### config.mk
export PLATFORM = sky130hd
export DESIGN_NAME = run_ctrl
export DESIGN_NICKNAME = d
export VERILOG_FILES = /design/src/rtl/run_ctrl.sv
export SDC_FILE = /design/constraint.sdc
export NUM_CORES = 1
export LEC_CHECK = 0
export CAP_MARGIN = 20
export CORE_UTILIZATION = 47
export CTS_BUF_LIST = sky130_fd_sc_hd__clkbuf_4
export DETAILED_ROUTE_END_ITERATION = 10
export PLACE_DENSITY = 0.78
export SETUP_SLACK_MARGIN = 0.15
export SLEW_MARGIN = 20
export SYNTH_ARGS = -nofsm -noshare
export SYNTH_HDL_FRONTEND = slang
export SYNTH_SLANG_ARGS = --single-unit
### constraint.sdc
create_clock -name clk -period 1.7 [get_ports clk]
set_input_delay 0.34 -clock clk [delete_from_list [all_inputs] [get_ports clk]]
set_output_delay 0.34 -clock clk [all_outputs]
set_load 0.1 [all_outputs]
### src/rtl/run_ctrl.sv
// run_ctrl: run sequencer between the host handshake and a single-cycle core.
// It holds the core in reset while idle and releases it for one run on a host
// request. The run stops on Halt from Control, or on a host abort. The
// sequencer then reports completion and the number of RUN cycles executed.
//
// Build option:
//   RUN_CTRL_WATCHDOG_EN  when defined, a run that reaches TIMEOUT RUN cycles
//                         without Halt ends in DONE with timeout=1. When
//                         undefined, there is no watchdog and timeout stays 0.
//
// Parameters:
//   CW       width of the cycle counter
//   RST_CYC  cycles the core reset is held after a start (>= 1)
//   TIMEOUT  watchdog limit in RUN cycles (<= 2^CW-1)
//
// Ports:
//   clk       system clock, rising edge
//   reset     asynchronous active-high reset
//   req       host run request (level)
//   halt      Halt from the Control decoder, only looked at in RUN
//   core_rst  reset to PC and core state (active-high)
//   core_run  core enable for PC advance, register write and memory write
//   busy      high in RST or RUN
//   done      run finished, high only in DONE
//   timeout   the finished run was ended by the watchdog
//   cycles    RUN cycles in the current or last run (saturating)
//
// state | meaning
// ------+---------------------------------------------------------------
// IDLE  | core held in reset, waiting for req
// RST   | core reset held for RST_CYC cycles after a start
// RUN   | core enabled, cycles counting, waiting for halt / abort
// DONE  | run finished, core frozen for readout until req falls

module run_ctrl #(
    parameter int CW      = 16,
    parameter int RST_CYC = 2,
    parameter int TIMEOUT = 4096
) (
    input  logic          clk,
    input  logic          reset,
    input  logic          req,
    input  logic          halt,
    output logic          core_rst,
    output logic          core_run,
    output logic          busy,
    output logic          done,
    output logic          timeout,
    output logic [CW-1:0] cycles
);

    typedef enum logic [1:0] {
        S_IDLE = 2'd0,
        S_RST  = 2'd1,
        S_RUN  = 2'd2,
        S_DONE = 2'd3
    } state_t;

    localparam int            RW        = (RST_CYC > 1) ? $clog2(RST_CYC) : 1;
    localparam logic [RW-1:0] RCNT_LOAD = RW'(RST_CYC - 1);
    localparam logic [CW-1:0] CYC_MAX   = '1;

    if (RST_CYC < 1) begin : g_bad_rst_cyc
        $error("run_ctrl: RST_CYC must be at least 1");
    end
    if (TIMEOUT < 1 || TIMEOUT > (2 ** CW) - 1) begin : g_bad_timeout
        $error("run_ctrl: TIMEOUT must be in 1 .. 2^CW-1");
    end

`ifdef RUN_CTRL_WATCHDOG_EN
    localparam logic [CW-1:0] TO_VAL = CW'(TIMEOUT);
`endif

    state_t        state, state_nxt;
    logic [RW-1:0] rcnt, rcnt_nxt;
    logic [CW-1:0] cyc_q, cyc_nxt, cyc_inc;
    logic          to_q, to_nxt;

    always_ff @(posedge clk or posedge reset) begin
        if (reset) begin
            state <= S_IDLE;
            rcnt  <= '0;
            cyc_q <= '0;
            to_q  <= 1'b0;
        end else begin
            state <= state_nxt;
            rcnt  <= rcnt_nxt;
            cyc_q <= cyc_nxt;
            to_q  <= to_nxt;
        end
    end

    always_comb begin
        state_nxt = state;
        rcnt_nxt  = rcnt;
        cyc_nxt   = cyc_q;
        to_nxt    = to_q;
        cyc_inc   = (cyc_q == CYC_MAX) ? cyc_q : cyc_q + 1'b1;

        case (state)
            S_IDLE: begin
                if (req) begin
                    state_nxt = S_RST;
                    rcnt_nxt  = RCNT_LOAD;
                    cyc_nxt   = '0;
                    to_nxt    = 1'b0;
                end
            end
            S_RST: begin
                if (!req) begin
                    state_nxt = S_IDLE;
                end else if (rcnt == '0) begin
                    state_nxt = S_RUN;
                end else begin
                    rcnt_nxt = rcnt - 1'b1;
                end
            end
            S_RUN: begin
                // The last RUN cycle is counted whether it ends by halt or by abort.
                cyc_nxt = cyc_inc;
                if (!req) begin
                    state_nxt = S_IDLE;
                end else if (halt) begin
                    state_nxt = S_DONE;
`ifdef RUN_CTRL_WATCHDOG_EN
                end else if (cyc_inc == TO_VAL) begin
                    state_nxt = S_DONE;
                    to_nxt    = 1'b1;
`endif
                end
            end
            S_DONE: begin
                if (!req) begin
                    state_nxt = S_IDLE;
                end
            end
            default: state_nxt = S_IDLE;
        endcase
    end

    // Outputs are decoded from the next state and then registered, so each
    // output changes on the same edge as the state it reflects.
    always_ff @(posedge clk or posedge reset) begin
        if (reset) begin
            core_rst <= 1'b1;
            core_run <= 1'b0;
            busy     <= 1'b0;
            done     <= 1'b0;
        end else begin
            core_rst <= (state_nxt == S_IDLE) || (state_nxt == S_RST);
            core_run <= (state_nxt == S_RUN);
            busy     <= (state_nxt == S_RST) || (state_nxt == S_RUN);
            done     <= (state_nxt == S_DONE);
        end
    end

    assign cycles  = cyc_q;
    assign timeout = to_q;

endmodule
==> reports/qor.txt <==
Register area share after synthesis -> 49.25%
Bufs on Longest Clock Path -> 2
H-tree levels -> 1
P_leak -> 0.0009257 uW
Vias -> 1,341
Routability cong. -> 0.8299
Largest net degree at the start of global routing -> 24
Clock Sink Count -> 23
WP data arrival -> 2.14 ns
Fin crit period -> 1.888 ns
Peak supply drop -> 1.014 mV
DRT iter0 DRCs -> 103
Die area -> 2695 um2
Vias per cell -> 6.541
Cells after Synth -> 121
Slowest CP cell -> or4_4
Ant. Diodes -> 0
Clock-pin slew on the worst setup and hold paths -> 0.13 ns
Tcrit/Tclk final -> 111.0%
Layout cell share with drive strength beyond 1 -> 52.54%
Post-synth cell types -> 42
RSZ-0062 raised after global routing -> yes
Number of global-route vias before repair -> 1,279
R2r setup slk -> -0.19 ns
I/O pin count -> 25
Synth Register Bits -> 23
Tot GR Track Use -> 32.10%
PnR worst setup slack -> -0.1876 ns
CP peak stage delay -> 0.54 ns
Critical path class -> flop to flop
Commonest non-fill, non-tap cells in the layout -> buf_4 (30), buf_12 (20), nand2_1 (14)
Slew Viols, Final -> 0
Avg Cell Area, Syn -> 9.679 um2
Final core occ -> 90.21%
Nets@finish -> 183
Number of antenna violations at the first check in global routing -> 0
TritonCTS clock tree -> built
Drt pass-1 iters -> 4
Max Cap Viol -> 0
Hold Crit Class -> primary input to async pin
Most common cell after layout, fill and taps aside -> buf_4
Drt drc -> 0
Synth warn -> 0
Root Driver -> clkbuf_4
Post-synth top area share -> 47.01%
Antenna Nets Post-Route -> 0
CP Data Required Time -> 1.96 ns
Design Area, Final -> 2053 um2
WL/cell -> 21.93 um
Post-DP HPWL -> 2302 um
Total core area -> 2276 um2
Hold Buf Count CTS -> 0
Finish-stage setup viols -> 16
Clock latency on the worst-skew pair -> 0.31 ns
RR Startpoint -> cycles[1]
Achievable Freq -> 0.5298 GHz
R2R cell count -> 6
Row Count -> 17
Fin Clk Skew -> 0.004880 ns
Area grow syn2layout -> 75.32%
CTS Buf Count -> 3
Failing checks -> negative setup slack
Post-Syn Area -> 1171 um2
Worst setup EP type -> flop
DP Area -> 1859 um2
Reg2reg end -> cycles[13]
Max Fanout on Critical Path -> 3
TNS Setup -> -1.787 ns
Initial core utilization -> 51.46%
Synth top area cells -> dfrtp_1 (47%), nand2_1 (4.8%), o21ai_0 (3.8%), nor2_1 (3.5%), dfstp_2 (2.2%)
Final Hold Violating Endpoints -> 0
Total power per unit cell area -> 865.9 nW/um2
Cell chain of the critical path -> buf_4, and4_4, and2b_1, nand4_1, or4_4, nand3_2
Syn nets -> 126
Die height -> 51.92 um
Grt total ovfl -> 0
First-pass GRT wire length -> 6092 um
Worst setup SP type -> flop
Status -> finished, violations left
DRT Wirelength -> 4496 um
Die width -> 51.92 um
Cell taking the most area after synthesis -> dfrtp_1
Port Buffers -> 23
## layout make-up
cell class / count / area (um2)
repair buffers: 55 / 678.2
well taps: 28 / 35.03
flip-flops and latches: 23 / 626.9
multi-input cells: 90 / 664.4
fillers: 78 / 222.7
clock buffers: 4 / 30.03
inverters: 5 / 18.77
## flip-flops by register name, indices dropped and copies added, names as in the netlist
register  cells
busy          1
core_rst      1
core_run      1
cycles       16
done          1
rcnt          1
state         2
## report_power, final
| group | switching, uW | internal [uW] | leakage [uW] |
|---|---|---|---|
| sequential | 93.7 | 614 | 0.000282 |
| combinational | 497 | 300 | 0.000625 |
| clock | 166 | 107 | 0.0000184 |
| total | 757 | 1020 | 0.000926 |
## metal layers
metal	global-route usage [%]	vias up	part of all wire, %
met5	0	-	0
met4	18.47	0	3.9
met3	5.848	26	8.8
met2	51.28	129	49
met1	40.50	631	38
li1	-	555	-
## stage by stage
step	worst slack, ns	total power, uW	cells	hold WS (ns)
global route	-0.2107	1826	205	0.4468
detailed placement	-0.09716	1414	192	0.5645
CTS	-0.1002	1725	204	0.3769
global placement	-0.02288	1384	192	0.4885
floorplan	-0.2838	1124	121	0.3414
finish	-0.1876	1778	205	0.4004
## worst max-delay path by stage
stage	start	to	slack (ns)	cells past startpoint
final	cycles[1]	cycles[13]	-0.19	6
after global routing	cycles[1]	cycles[6]	-0.21	7
after CTS	cycles[0]	cycles[6]	-0.10	7
after detailed placement	cycles[8]	cycles[6]	-0.1	6
after global placement	cycles[8]	cycles[9]	-0.02	5
after floorplan	cycles[8]	cycles[9]	-0.28	5
## Yosys cell counts, drive strengths merged
cell type  number
nand3           6
o311ai          1
o211a           1
dfrtp          22
mux2i           1
dfstp           1
ha              1
a41o            2
or2             1
nand2          15
nor2b           1
nand2b          1
a41oi           1
nor4            1
and4            1
and3            1
nand4           5
a21oi           5
xor2            1
or3             1
nor3            4
o21ai          12
o211ai          1
clkbuf          1
and2b           1
a21o            3
or4             1
buf             3
o41ai           1
o31ai           3
o21bai          1
nor2           11
inv             5
a31oi           3
conb            1
a22o            1
## kinds of logic after synthesis
family,Yosys count,synth area share [%]
XOR/XNOR,1,0.7480
AO/OA/AOI/OAI,35,20.30
AND/OR/NAND/NOR,50,23.51
adder cells (fa/ha/maj),1,1.068
flip-flops,23,49.25
other,1,0.3202
buffers and inverters,9,3.953
multiplexers,1,0.8547
## worst max-delay path, delay by kind of cell, from the launching register on
kind | cells | cell delay (ns)
buf+inv | 1 | 0.13
flops | 1 | 0.45
simple gates | 5 | 1.26
## what timing repair did
item	CTS	global route
setup buffers	7	1
pin swaps	13	12
cloned	1	0
endpoints found under the setup margin	16	18
resized for setup	11	11
(Power assumes the default switching activity.)
